==> src/rtl/divider_seq.sv <==
// Sequential restoring divider: one quotient bit per cycle, fixed WIDTH-cycle run.
// Optional signed support is enabled by defining DIVIDER_SEQ_SIGNED_EN.
`timescale 1ns/1ps
module divider_seq #(
    parameter int WIDTH = 32
) (
    input  logic             clk,
    input  logic             rst,
    input  logic             start,
    input  logic [WIDTH-1:0] dividend,
    input  logic [WIDTH-1:0] divisor,
    input  logic             signed_op,
    output logic             busy,
    output logic             done,
    output logic [WIDTH-1:0] quotient,
    output logic [WIDTH-1:0] remainder,
    output logic             div_by_zero
);
    localparam int CNT_W = $clog2(WIDTH);
    localparam logic [CNT_W-1:0] LAST_CNT = CNT_W'(WIDTH - 1);

    typedef enum logic [1:0] {IDLE, RUN, DONE} state_t;

    state_t           state, state_nxt;
    logic [CNT_W-1:0] cnt;
    logic [WIDTH-1:0] dq;
    logic [WIDTH-1:0] dvs;
    logic [WIDTH:0]   prem;
    logic             dbz, neg_q, neg_r;
    logic             accept, last;
    logic             a_neg, b_neg;
    logic [WIDTH+1:0] shifted, diff;
    logic             qbit;
    logic [WIDTH:0]   prem_nxt;
    logic [WIDTH-1:0] dq_nxt;

    function automatic logic [WIDTH-1:0] cond_neg(input logic [WIDTH-1:0] v, input logic neg);
        return neg ? -v : v;
    endfunction

    // A zero divisor always reports all ones, whatever the operand signs.
    function automatic logic [WIDTH-1:0] fix_quot(input logic [WIDTH-1:0] mag,
                                                  input logic neg, input logic zero);
        if (zero)
            return '1;
        return cond_neg(mag, neg);
    endfunction

`ifdef DIVIDER_SEQ_SIGNED_EN
    assign a_neg = signed_op & dividend[WIDTH-1];
    assign b_neg = signed_op & divisor[WIDTH-1];
`else
    logic sign_unused;
    assign a_neg       = 1'b0;
    assign b_neg       = 1'b0;
    assign sign_unused = signed_op;
`endif

    always_comb begin
        state_nxt = state;
        busy      = 1'b0;
        done      = 1'b0;
        case (state)
            IDLE: if (start) state_nxt = RUN;
            RUN: begin
                busy = 1'b1;
                if (cnt == LAST_CNT) state_nxt = DONE;
            end
            DONE: begin
                busy      = 1'b1;
                done      = 1'b1;
                state_nxt = IDLE;
            end
            default: state_nxt = IDLE;
        endcase
    end

    assign accept = (state == IDLE) && start;
    assign last   = (state == RUN) && (cnt == LAST_CNT);

    // Dividend bits leave dq at the top while quotient bits enter at the bottom.
    assign shifted  = {prem, dq[WIDTH-1]};
    assign diff     = shifted - {2'b00, dvs};
    assign qbit     = ~diff[WIDTH+1];
    assign prem_nxt = qbit ? diff[WIDTH:0] : shifted[WIDTH:0];
    assign dq_nxt   = {dq[WIDTH-2:0], qbit};

    always_ff @(posedge clk or posedge rst) begin
        if (rst) begin
            state       <= IDLE;
            cnt         <= '0;
            quotient    <= '0;
            remainder   <= '0;
            div_by_zero <= 1'b0;
        end else begin
            state <= state_nxt;
            if (accept)
                cnt <= '0;
            else if (state == RUN)
                cnt <= cnt + 1'b1;
            if (last) begin
                quotient    <= fix_quot(dq_nxt, neg_q, dbz);
                remainder   <= cond_neg(prem_nxt[WIDTH-1:0], neg_r);
                div_by_zero <= dbz;
            end
        end
    end

    always_ff @(posedge clk) begin
        if (accept) begin
            dq    <= cond_neg(dividend, a_neg);
            dvs   <= cond_neg(divisor, b_neg);
            prem  <= '0;
            dbz   <= (divisor == '0);
            neg_q <= a_neg ^ b_neg;
            neg_r <= a_neg;
        end else if (state == RUN) begin
            dq   <= dq_nxt;
            prem <= prem_nxt;
        end
    end

endmodule

==> config.mk <==
export PLATFORM = sky130hd
export DESIGN_NAME = divider_seq
export DESIGN_NICKNAME = d
export VERILOG_FILES = /design/src/rtl/divider_seq.sv
export SDC_FILE = /design/constraint.sdc
export NUM_CORES = 1
export LEC_CHECK = 0
export ABC_AREA = 1
export BUFFER_PORTS_ARGS = -buffer_cell sky130_fd_sc_hd__clkbuf_2
export CAP_MARGIN = 20
export CORE_ASPECT_RATIO = 1.1
export CORE_MARGIN = 3
export CORE_UTILIZATION = 58
export DETAILED_ROUTE_END_ITERATION = 12
export PLACE_DENSITY = 0.81
export SETUP_SLACK_MARGIN = 0.4
export SLEW_MARGIN = 20
export SYNTH_ARGS = -nofsm -noshare
export SYNTH_HDL_FRONTEND = slang
export SYNTH_SLANG_ARGS = --single-unit
==> constraint.sdc <==
create_clock -name clk -period 3 [get_ports clk]
set_input_delay 0.6 -clock clk [delete_from_list [all_inputs] [get_ports clk]]
set_output_delay 0.6 -clock clk [all_outputs]
set_load 0.005 [all_outputs]
Word-level counts from Yosys, hierarchy flattened:

Index checks and enable logic that the tools add are counted.

* bitwise gates (word level): 1
* $add $sub $neg: 2
* equal/unequal tests: 5
* reductions and logical operators: 7
* mux-type cells: 14

Operators by type and width (number)
* 32-bit 2-to-1 mux: 4
* 34-bit by 32-bit subtractor with 34-bit output: 1
* 33-bit 2-to-1 mux: 1
* 32-bit zero test: 1
* 5-bit 2-to-1 mux: 2
* 5-bit by 1-bit adder with 5-bit output (second input constant): 1
* 5-bit equality test (second input constant): 1
* 1-bit 2-to-1 mux: 4
* 2-bit 2-to-1 mux: 2
* 2-bit != test (second input constant): 2
* 2-bit case mux with 2 select lines: 1
* 2-bit by 1-bit equality test with 1-bit output (second input constant): 1
* 2-bit equality test (second input constant): 1
* 1-bit logical AND: 2
* 2-bit zero test: 1
* 2-bit AND reduction: 1
* 2-bit nonzero test: 1
* 2-bit OR reduction: 1
* 1-bit NOT: 1

* logic and storage cells: 38
* flip-flop bits (word level): 170
* output and inout bits: 67
* input bits: 68

Logic depth before layout (Yosys ltp):

* word-level depth: 4
* depth in mapped cells: 18
* gate-level depth less buffers: 18

Least setup slack after synthesis:

Ideal clock, no wire load.

* kind: register to register
* start: register state[0]
* end: register dq[22] (data pin)
* arrival: 2040 ps
* path slack: 645 ps
* path buffers: 1
* stages on the path, launching flop included: 7
* library setup time: 315 ps
* required time: 2685 ps
* clock period less this slack: 2355 ps
* cell sequence: dfrtp_1 inv_1 ha_1 nand2_1 clkinv_1 clkbuf_1 o21ai_0

* cells in the longest elaborated chain, start to end: 3

Ends and longest elaborated chain
* from (decl): line 24 `state_t state, state_nxt;`
* from (signal assigned): line 96 `state <= state_nxt;`
* 2-bit zero test: line 78 `assign accept = (state == IDLE) && start;`
* 1-bit logical AND: line 78
* net accept: line 30 `logic accept, last;`
* 32-bit 2-to-1 mux: line 110 `if (accept) begin`
* to (signal assigned): line 111 `dq <= cond_neg(dividend, a_neg);`
* to (signal assigned): line 118 `dq <= dq_nxt;`
* to (decl): line 26 `logic [WIDTH-1:0] dq;`

The timed path passes the listed nets, and every way through them passes these cells.
A chain may end at the register's enable or synchronous reset.

Worst setup path after layout:

* start: register dvs[22]
* end: register remainder[0]

* cells in the longest elaborated chain, start to end: 2

Ends and longest elaborated chain
* from (decl): line 27 `logic [WIDTH-1:0] dvs;`
* from (signal assigned): line 112 `dvs <= cond_neg(divisor, b_neg);`
* 34-bit by 32-bit subtractor with 34-bit output: line 83 `assign diff = shifted - {2'b00, dvs};`
* 33-bit 2-to-1 mux: line 85 `assign prem_nxt = qbit ? diff[WIDTH:0] : shifted[WIDTH:0];`
* to (signal assigned): line 103 `remainder <= cond_neg(prem_nxt[WIDTH-1:0], neg_r);`
* to (decl): line 16 `output logic [WIDTH-1:0] remainder,`

No other way between the ends.

==> results.toml <==
[detailed_routing]
drtPass1Iterations = 5
drt_iter0_markers = 481
detail_route.vias_per_cell = 5.18
final_antenna_net_count = 0
drc = 0
vias = 7898
wire_per_inst_um = 14.9
wirelength_um = 22700

[final_layout]
multi_input_area_mm2 = 0.00419
drive_above_1_share_pct = 18.4
num_antenna_cells = 0
syn_to_final_growth_pct = 16.7
fill_cells = 1262
fin_nets = 1421
seqCellArea_mm2 = 0.00441
finish.instance_area_mm2 = 0.0109

[placed_design]
dpl_cell_area_mm2 = 0.0103
dp_hpwl_um = 16300
gp_congestion = 0.943
pre_cts_ws_ns = 0.422
io_buffer_count = 133

[global_routing]
grt_pass1_wl_um = 37500
overflow = 0
grtUsageMet2_pct = 44.1
grtUsageTotal_pct = 26.1
grt_max_degree = 73
antenna_found_initial = 1
grtUsageMet1_pct = 32.5
grt_use_met3_pct = 6.79
grt_pass1_vias = 7834
grt_busiest_layer = "met2"

[yosys]
synth_compound_area_share_pct = 6.86
ys.flop_type = "dfrtp_1"
synth_xor_area_share_pct = 1.87
synth_cell_types = 48
synthCells = 1174
synth_edf_count = 65
synth.area.top_cells = "edfxtp_1, dfrtp_1, nand2_1, dfxtp_1, inv_1"
yosys.area_share.simple_pct = 30.3
synth.avg_cell_area_um2 = 7.99
async_reset_ff_share_pct = 42.4
yosysMostFrequentCell = "nand2_1"
ys_ff_latch = 170
muxShareOfSynthArea_pct = 0
syn_nets = 1281
synth_area_mm2 = 0.00938
synth_adder_area_share_pct = 5.28
yosys.area.top_type_share_pct = 20.8
synth_top_family_by_area = "simple AND/OR/NAND/NOR gates"
yosysWarnings = 0
ys_seq_area_share_pct = 47.1
synth.largest_area_cell = "edfxtp_1"
ys_top_cells_by_count = "nand2_1, inv_1, nand3_1"

[sta]
setup_ws_ns = 0.532
fin_skew_ns = 0.0128
whs_ns = 0.203
maxSlewViolCount = 0
rsz0062_at_grt = "yes"
worstMarginPinSlew_ns = 0.668
final-hold-violation-count = 0
fin_setup_tns_ns = 0
finalSetupViolCount = 0
fmax_mhz = 405
post-route-period-util_pct = 82.3
slew_headroom_pct = 55.1
period_needed_ns = 2.47

[pwr]
power_mw = 11.1
p_per_area_mw_per_mm2 = 1020
combPwrFrac_pct = 49.2
p_leak_nw = 5.56
clock_power_share_pct = 20.0
seqPwrFrac_pct = 30.8
switching_share_pct = 43.6
internal_power_mw = 6.28
switchingPower_mw = 4.85
vdd_drop_max_mv = 0.519

[cts]
cts-buffers-inserted = 17
clockBufferDepth = 2
ctsHoldBuffers = 0
tritoncts = "yes"
cts_htree_levels = 4
clock_latency_ns = 0.43
clk_transition_reported_paths_ns = 0.07
cts_root_buf = "clkbuf_16"
clock_sinks = 170

[hold_path]
hold_path.class = "in2async"

[die]
initial_core_util_pct = 59.4
io_pins = 135
core-area_mm2 = 0.0158
fp.dieH_um = 139
num_rows = 48
die_w_um = 127
die_area_mm2 = 0.0177

[critical_path]
cp-end-kind = "flip-flop"
crit_chain = "inv_1 > ha_1 > a21oi_1 > inv_1 > nand3_1 > nand3_2 > a21oi_4 > nand3_2 > nand2_8 > nand2_1 > nand3_1 > nand2_1"
reg2reg_depth = 12
crit_buf_inv = 2
worstPathRequired_ns = 3.32
crit_cells = 12
cp.arrival_ns = 2.79
criticalPathCategory = "reg2reg"
cp-start-kind = "flip-flop"
cp_slowest_stage_delay_ns = 0.34
critPathSlowestCell = "ha_1"
path_max_fanout = 17
cp_top_family = "simple AND/OR/NAND/NOR gates"

[job]
maxCapViolCount = 0

[status]
status = "completed"
## worst reg2reg max path, cell delays in order (launching register included)
cell	delay (ns)
edfxtp_1	0.33
inv_1	0.05
ha_1	0.34
a21oi_1	0.26
inv_1	0.07
nand3_1	0.15
nand3_2	0.14
a21oi_4	0.20
nand3_2	0.27
nand2_8	0.27
nand2_1	0.12
nand3_1	0.11
nand2_1	0.06
## metal layers
| metal | share of wire (%) | vias up |
|---|---|---|
| li1 | - | 4017 |
| met1 | 42 | 3610 |
| met2 | 49 | 229 |
| met3 | 6.6 | 40 |
| met4 | 2.4 | 2 |
| met5 | 0.048 | - |
## state kept, by name (all words and copies together) (netlist names)
signal / flops
state: 2
div_by_zero: 1
dbz: 1
remainder: 32
dq: 32
dvs: 32
prem: 33
cnt: 5
quotient: 32
## cells in the final DEF (no fill, tap or decap), types with 3 or more instances in the layout
| cell type | synthesis | final |
|---|---|---|
| a21oi_1 | 55 | 54 |
| a21oi_2 | 2 | 3 |
| and2_1 | 3 | 3 |
| buf_12 | 2 | 4 |
| buf_4 | 2 | 17 |
| clkbuf_16 | 0 | 17 |
| clkbuf_2 | 0 | 133 |
| clkinv_1 | 2 | 3 |
| clkinvlp_4 | 0 | 4 |
| dfrtp_1 | 72 | 72 |
| dfxtp_1 | 33 | 33 |
| edfxtp_1 | 65 | 65 |
| ha_1 | 38 | 38 |
| inv_1 | 161 | 159 |
| inv_2 | 3 | 5 |
| inv_8 | 0 | 3 |
| nand2_1 | 367 | 367 |
| nand2_2 | 7 | 6 |
| nand2_4 | 24 | 25 |
| nand3_1 | 101 | 101 |
| nand4_1 | 6 | 6 |
| nor2_1 | 88 | 86 |
| nor2_2 | 4 | 6 |
| nor3_1 | 5 | 5 |
| nor4_1 | 9 | 9 |
| o21ai_0 | 41 | 40 |
| o21ai_1 | 3 | 3 |
| o21bai_1 | 8 | 8 |
| xnor2_1 | 15 | 15 |
| xor2_1 | 5 | 5 |
## cell type report
type,instances,share of cell area (%)
clock inverter,14,1.49
tap,200,2.29
timing repair buffer,154,7.98
inverter,166,5.69
sequential,170,40.3
multi-input combinational,805,38.3
clock buffer,17,3.89
## logic make-up after synthesis
logic type / Yosys count
and+or+nand+nor: 629
buffers and inverters: 200
DFF: 170
AOI/OAI and AO/OA: 116
adders and majority gates: 39
xor gates and xnor gates: 20
## power by group through the flow
stage / logic [mW] / registers [mW] / clock network, mW
after floorplan: 4.16 / 3.39 / 0
after global placement: 5.02 / 3.44 / 0
after detailed placement: 5.15 / 3.46 / 0
after CTS: 5.20 / 3.43 / 2.25
after global routing: 6.17 / 3.49 / 2.33
final: 5.48 / 3.43 / 2.23
## stage by stage
step | std cells | utilization [%]
final | 1526 | 69.3
after global routing | 1526 | 69.3
after CTS | 1519 | 68.6
after detailed placement | 1488 | 64.9
after global placement | 1488 | 64.9
after floorplan | 1174 | -
## final timing paths
check | startpoint | end | slack [ns]
max in group asynchronous | rst | remainder[13] | 2.40
min reg2reg | prem[30] | prem[30] | 0.47
max reg2reg | dvs[22] | remainder[0] | 0.53
max | dvs[22] | remainder[0] | 0.53
min in group clk | divisor[6] | dvs[6] | 0.36
min | rst | remainder[26] | 0.20
## repair_timing
item	in CTS	in global routing
setup buffers	0	6
resized for setup	0	5
setup endpoints to repair	0	63
Power figures use the tool's default switching activity.
